==> config.mk <==
export PLATFORM = sky130hd
export DESIGN_NAME = fir_decim_mac4
export DESIGN_NICKNAME = d
export VERILOG_FILES = /design/src/rtl/fir_decim_mac4.sv
export SDC_FILE = /design/constraint.sdc
export NUM_CORES = 2
export LEC_CHECK = 0
export CAP_MARGIN = 20
export CELL_PAD_IN_SITES_DETAIL_PLACEMENT = 2
export CELL_PAD_IN_SITES_GLOBAL_PLACEMENT = 2
export CORE_ASPECT_RATIO = 1.2
export CORE_UTILIZATION = 40
export CTS_CLUSTER_SIZE = 10
export DETAILED_ROUTE_END_ITERATION = 7
export GPL_TIMING_DRIVEN = 1
export PLACE_DENSITY_LB_ADDON = 0.1
export SLEW_MARGIN = 5
export SYNTH_ARGS = -nofsm -noshare
export SYNTH_HDL_FRONTEND = slang
export SYNTH_SLANG_ARGS = --single-unit
==> constraint.sdc <==
create_clock -name clock -period 4.8 [get_ports clock]
set_input_delay 0.72 -clock clock [delete_from_list [all_inputs] [get_ports clock]]
set_output_delay 0.72 -clock clock [all_outputs]
set_load 0.01 [all_outputs]
==> src/rtl/fir_decim_mac4.sv <==
// ---------------------------------------------------------------------------
// fir_decim_mac4
//
// Decimating FIR engine that sits directly behind a 4-bank 256x16 sample RAM.
// It owns both RAM ports:
//  - Write side: incoming samples are written circularly at a wrapping write
//    pointer (wp).
//  - Read side: the engine reads four consecutive samples per cycle.
// Every DECIM accepted samples it sweeps the NTAPS newest samples in NTAPS/4
// cycles. Each sweep cycle does four 16x16 MACs, and each sweep emits one
// saturated output.
//
// Build option:
//   FIR_ROUND_EN  when defined, the accumulator starts at 1<<(OUT_SHIFT-1).
//                 The final shift then rounds half up instead of truncating.
//
// Handshake: there is no backpressure anywhere. Each cycle with in_valid=1 is
// exactly one accepted sample. out_valid is a one-cycle pulse, and out_data
// holds its value until the next pulse.
//
// Ports:
//   clock, reset_n             clock (rising edge), async active-low reset
//   in_valid, in_data          input sample strobe and signed sample
//   ram_data, ram_wraddress,   RAM write port (data/enable combinational,
//   ram_wren                   address = wp register)
//   ram_rdaddress              registered RAM read base address
//   ram_q0..ram_q3             samples at rdaddress+0..+3, one cycle later
//   coef_addr                  registered coefficient group index k
//   coef_q0..coef_q3           coefficients 4k+0..4k+3, one cycle later
//   out_valid, out_data        output pulse and signed filtered sample
//   overrun                    sticky: trigger arrived while busy
//   dbg_state                  current FSM state (0 idle, 1 run, 2 drain)
// ---------------------------------------------------------------------------
module fir_decim_mac4 #(
    parameter int NTAPS     = 64,
    parameter int DECIM     = 8,
    parameter int ACC_W     = 40,
    parameter int OUT_SHIFT = 15
) (
    input  logic               clock,
    input  logic               reset_n,
    input  logic               in_valid,
    input  logic signed [15:0] in_data,
    output logic        [15:0] ram_data,
    output logic        [7:0]  ram_wraddress,
    output logic               ram_wren,
    output logic        [7:0]  ram_rdaddress,
    input  logic signed [15:0] ram_q0,
    input  logic signed [15:0] ram_q1,
    input  logic signed [15:0] ram_q2,
    input  logic signed [15:0] ram_q3,
    output logic        [5:0]  coef_addr,
    input  logic signed [15:0] coef_q0,
    input  logic signed [15:0] coef_q1,
    input  logic signed [15:0] coef_q2,
    input  logic signed [15:0] coef_q3,
    output logic               out_valid,
    output logic signed [15:0] out_data,
    output logic               overrun,
    output logic        [1:0]  dbg_state
);

    localparam int G   = NTAPS / 4;
    localparam int DCW = (DECIM > 1) ? $clog2(DECIM) : 1;

    localparam logic signed [ACC_W-1:0] SAT_HI = 32767;
    localparam logic signed [ACC_W-1:0] SAT_LO = -32768;

`ifdef FIR_ROUND_EN
    localparam int RND_SH = (OUT_SHIFT > 0) ? OUT_SHIFT - 1 : 0;
    localparam logic signed [ACC_W-1:0] ACC_INIT =
        (OUT_SHIFT > 0) ? (ACC_W'(1) << RND_SH) : '0;
`else
    localparam logic signed [ACC_W-1:0] ACC_INIT = '0;
`endif

    typedef enum logic [1:0] {
        S_IDLE  = 2'd0,
        S_RUN   = 2'd1,
        S_DRAIN = 2'd2
    } state_t;

    state_t state, state_nxt;

    logic [7:0]     wp;
    logic [DCW-1:0] decim_cnt;
    logic [7:0]     fill_cnt;
    logic [1:0]     drain_cnt;

    logic busy, run_act, last_grp;
    logic trig, trig_ok, start, ovr_set;

    // The MAC pipeline follows the sweep with one flag per stage:
    //   v1/l1  RAM and coefficient data are on the inputs
    //   v2/l2  products are registered
    //   l3     the accumulator holds the final sum
    logic v1, v2, l1, l2, l3;
    logic signed [31:0]      p0, p1, p2, p3;
    logic signed [ACC_W-1:0] acc, psum, shifted;
    logic signed [15:0]      sat_val;

    function automatic logic signed [ACC_W-1:0] sext(input logic signed [31:0] v);
        return {{(ACC_W-32){v[31]}}, v};
    endfunction

    // Write port: data and enable pass straight through, address is wp.
    assign ram_data      = in_data;
    assign ram_wren      = in_valid;
    assign ram_wraddress = wp;
    assign dbg_state     = state;

    // A trigger is the sample that completes a decimation period.
    // The comparison counts the trigger sample itself toward the fill
    // requirement.
    assign trig    = in_valid && (decim_cnt == DCW'(DECIM - 1));
    assign trig_ok = trig && (fill_cnt >= 8'(NTAPS - 1));
    assign start   = trig_ok && !busy;
    assign ovr_set = trig_ok && busy;

    // FSM state register
    always_ff @(posedge clock or negedge reset_n) begin
        if (!reset_n) state <= S_IDLE;
        else          state <= state_nxt;
    end

    // FSM next-state logic
    always_comb begin
        state_nxt = state;
        case (state)
            S_IDLE:  if (start)           state_nxt = S_RUN;
            S_RUN:   if (last_grp)        state_nxt = S_DRAIN;
            S_DRAIN: if (drain_cnt == 2'd2) state_nxt = S_IDLE;
            default:                      state_nxt = S_IDLE;
        endcase
    end

    // FSM outputs
    always_comb begin
        busy     = 1'b0;
        run_act  = 1'b0;
        last_grp = 1'b0;
        case (state)
            S_RUN: begin
                busy     = 1'b1;
                run_act  = 1'b1;
                last_grp = (coef_addr == 6'(G - 1));
            end
            S_DRAIN: busy = 1'b1;
            default: ;
        endcase
    end

    // Sample bookkeeping: write pointer, decimation phase and fill count.
    always_ff @(posedge clock or negedge reset_n) begin
        if (!reset_n) begin
            wp        <= '0;
            decim_cnt <= '0;
            fill_cnt  <= '0;
        end else if (in_valid) begin
            wp        <= wp + 8'd1;
            decim_cnt <= (decim_cnt == DCW'(DECIM - 1)) ? '0 : decim_cnt + DCW'(1);
            if (fill_cnt < 8'(NTAPS)) fill_cnt <= fill_cnt + 8'd1;
        end
    end

    // Sweep address generation.
    // The base address is the oldest sample of the window, i.e. NTAPS-1
    // behind the sample that is being written in the trigger cycle.
    always_ff @(posedge clock or negedge reset_n) begin
        if (!reset_n) begin
            ram_rdaddress <= '0;
            coef_addr     <= '0;
            drain_cnt     <= '0;
            overrun       <= 1'b0;
        end else begin
            if (start) begin
                ram_rdaddress <= wp - 8'(NTAPS - 1);
                coef_addr     <= '0;
            end else if (run_act && !last_grp) begin
                ram_rdaddress <= ram_rdaddress + 8'd4;
                coef_addr     <= coef_addr + 6'd1;
            end
            drain_cnt <= (state == S_DRAIN) ? drain_cnt + 2'd1 : 2'd0;
            if (ovr_set) overrun <= 1'b1;
        end
    end

    assign psum = sext(p0) + sext(p1) + sext(p2) + sext(p3);

    // MAC pipeline: products, then accumulate, then shift/saturate to output.
    always_ff @(posedge clock or negedge reset_n) begin
        if (!reset_n) begin
            v1        <= 1'b0;
            v2        <= 1'b0;
            l1        <= 1'b0;
            l2        <= 1'b0;
            l3        <= 1'b0;
            p0        <= '0;
            p1        <= '0;
            p2        <= '0;
            p3        <= '0;
            acc       <= '0;
            out_valid <= 1'b0;
            out_data  <= '0;
        end else begin
            v1 <= run_act;
            l1 <= last_grp;
            v2 <= v1;
            l2 <= l1;
            l3 <= l2;
            if (v1) begin
                p0 <= ram_q0 * coef_q0;
                p1 <= ram_q1 * coef_q1;
                p2 <= ram_q2 * coef_q2;
                p3 <= ram_q3 * coef_q3;
            end
            if (start)   acc <= ACC_INIT;
            else if (v2) acc <= acc + psum;
            out_valid <= l3;
            if (l3) out_data <= sat_val;
        end
    end

    // Arithmetic shift (floor), then clamp to the 16-bit signed range.
    always_comb begin
        shifted = acc >>> OUT_SHIFT;
        if (shifted > SAT_HI)      sat_val = 16'sh7fff;
        else if (shifted < SAT_LO) sat_val = 16'sh8000;
        else                       sat_val = shifted[15:0];
    end

endmodule
==> impl_metrics.tcl <==
set metrics [dict create \
    status "finished, violations left" \
    violations "setup timing" \
    start_util 0.405 \
    finalCritPeriodShare 1.40 \
    first_pass_iters 5 \
    antenna_left 0 \
    ys_ff_latch 228 \
    worstPathArrival_ns 7.19 \
    fmax_mhz 148 \
    gp_congestion 0.851 \
    drc_errors 0 \
    seq_area_frac_synth 0.109 \
    crit_fanout 7 \
    relSlewSlack 0.291 \
    insertion_delay_ns 0.58 \
    place_ws_ns -2.41 \
    via_count 48700 \
    syn_to_final_growth_pct 36.8 \
    grt_overflow 0 \
    core_area_sq_um 129000 \
    period_needed_ns 6.74 \
    syn_area_sq_um 52200 \
    die_x_um 332 \
    netlist_instances 5398 \
    grt_pass1_wl_mm 368 \
    cts.sinks 228 \
    rows 144 \
    layout-drive-gt1-share 0.361 \
    criticalPathCategory "input pin to flop" \
    setup_ws_ns -1.94 \
    maxCapViolCount 0 \
    async_reset_ff_frac 1.00 \
    hpwl_mm 151 \
    portBuffers 173 \
    grt_pass1_vias 56400 \
    wl_per_cell_um 36.2 \
    syn_area_per_cell_sq_um 9.66 \
    postCtsHoldBufs 0 \
    worst_ep_required_time_ns 5.26 \
    viasPerCell 5.93 \
    worst_pin_slew_ns 1.06 \
    grt_use_total 0.373 \
    cts_buffer_depth 3 \
    setup_violations 116 \
    synthFlopType "dfrtp_1" \
    cts_made_buffers 29 \
    grt_max_degree 114 \
    synth_edf_count 0 \
    place_inst 7812 \
    start_kind "input pin" \
    drv_slew 0 \
    antenna_found_initial 8 \
    syn_nets 7075 \
    io_pins 206 \
    drt_iter0_markers 3414 \
    rsz0062_at_grt "true" \
    clk_transition_reported_paths_ns 0.06 \
    cts_root_buf "clkbuf_16" \
    drt-total-wl_mm 298 \
    hold_path.class "input pin to async pin" \
    die_area_sq_um 132000 \
    cts_htree_levels 1 \
    cp-end-kind "flop" \
    fin_cells 8219 \
    clock-skew-final_ns 0.0141 \
    cts_tree "built" \
    die_y_um 398 \
    finalNetCount 8203 \
    synth_cell_type_count 80 \
    synth-warning-count 0 \
    finalHoldViolCount 0 \
]
[final timing paths]
kind,from,to,slack (ns),cells past startpoint
worst max-delay path,ram_q2[14],p2[28],-1.94,24
worst min-delay path,reset_n,p1[31],0.21,1
worst max register to register,p0[7],acc[19],-0.57,14
worst min register to register,l2,l3,0.37,0
max in group asynchronous,reset_n,p0[1],3.46,2
min in group clock,l2,l3,0.37,0
[cell type report]
type | count | area [sq um]
antenna | 1 | 2.50
clock buffer | 37 | 766
clock inverter | 7 | 63.8
fill | 12800 | 57500
inverter | 1172 | 4420
multi-input combinational | 3801 | 46200
sequential | 228 | 5710
tap | 1679 | 2100
timing repair buffer | 1294 | 12100
[state kept, by name, indices dropped and copies added (netlist names), 6 cells and up]
| signal | flops |
|---|---|
| acc | 40 |
| p0 | 32 |
| p1 | 32 |
| p2 | 32 |
| p3 | 32 |
| out_data | 16 |
| fill_cnt | 8 |
| ram_rdaddress | 8 |
| ram_wraddress | 8 |
| coef_addr | 6 |
[cell families after synthesis]
family                   after synthesis  synth area share
adder cells (fa/ha/maj)             1530             0.533
AND/OR/NAND/NOR                     1474             0.140
buffers and inverters               1369            0.0998
AO/OA/AOI/OAI                        493            0.0620
flip-flops                           228             0.109
XOR/XNOR                             186            0.0312
multiplexers                         118            0.0250
[cells in the mapped netlist, types with 28 or more instances]
cell type	number	area (sq um)
inv_1	1171	4400
ha_1	379	4740
nor3_1	32	160
fa_1	1151	23000
a21oi_1	143	716
nor2_1	182	683
o21ai_0	72	360
xnor2_1	144	1260
mux2_2	93	1050
nand2b_1	28	175
nand3_1	42	210
dfrtp_1	228	5710
a21o_1	54	405
clkbuf_1	171	642
xor2_1	42	368
and2_1	491	3070
nand2_1	580	2180
[cells in the final DEF (no fill, tap or decap), types with 19 or more instances in the layout]
cell type,instances
buf_4,790
mux2i_1,23
buf_2,33
xnor2_2,20
mux2_4,62
nor2_2,19
mux2_2,32
a21oi_2,46
buf_8,27
and2_1,359
ha_1,288
clkdlybuf4s50_1,48
clkbuf_16,29
fa_2,152
inv_1,992
nor3_1,20
a21oi_1,75
inv_2,171
o21ai_0,45
and2_4,132
nor2_1,148
a21o_1,53
buf_12,47
xnor2_1,109
o21ai_2,20
nand4_1,22
nand3_1,35
nand2_1,483
xor2_1,30
nand2_2,58
nand2_4,36
dfrtp_1,224
fa_1,999
nand2b_1,25
ha_4,73
a21oi_4,25
buf_6,308
[layer usage]
metal,share of wire,up-vias,track usage
met5,0.00035,-,0
met4,0.11,12,0.211
met3,0.055,1709,0.0388
met2,0.51,2834,0.717
met1,0.33,25600,0.393
li1,-,18600,-
[through the flow]
stage	TNS, ns	area [sq um]	util	hold WS [ns]
global route	-131.30	71400	0.554	0.290
detailed placement	-182.01	62500	0.485	0.336
floorplan	-67.38	53900	-	0.331
CTS	-80.99	68800	0.534	0.276
global placement	-166.42	62500	0.485	0.332
finish	-128.00	71400	0.554	0.209
[critical path, cell delays in order]
cell,delay [ns]
buf_6,0.10
buf_8,0.13
and2_4,0.15
fa_1,0.52
inv_2,0.06
fa_1,0.52
inv_2,0.06
fa_1,0.63
inv_2,0.07
fa_2,0.61
fa_1,0.46
fa_2,0.62
inv_2,0.08
ha_4,0.31
nand4_1,0.23
buf_4,0.22
a21oi_2,0.27
nor3_4,0.14
a211oi_4,0.43
buf_4,0.20
o31a_1,0.16
nor2_1,0.08
xnor2_1,0.13
mux2_4,0.27
[repair_timing]
| item | 4_1_cts | 5_1_grt |
|---|---|---|
| pin swaps | 550 | 455 |
| setup endpoints to repair | 109 | 116 |
| buffers inserted | 282 | 149 |
| resized for setup | 1313 | 650 |
| cloned | 23 | 0 |
Power is left out: the tool's default activity adds up to more than one toggle a clock period on the data nets, which glitch-free logic cannot reach.
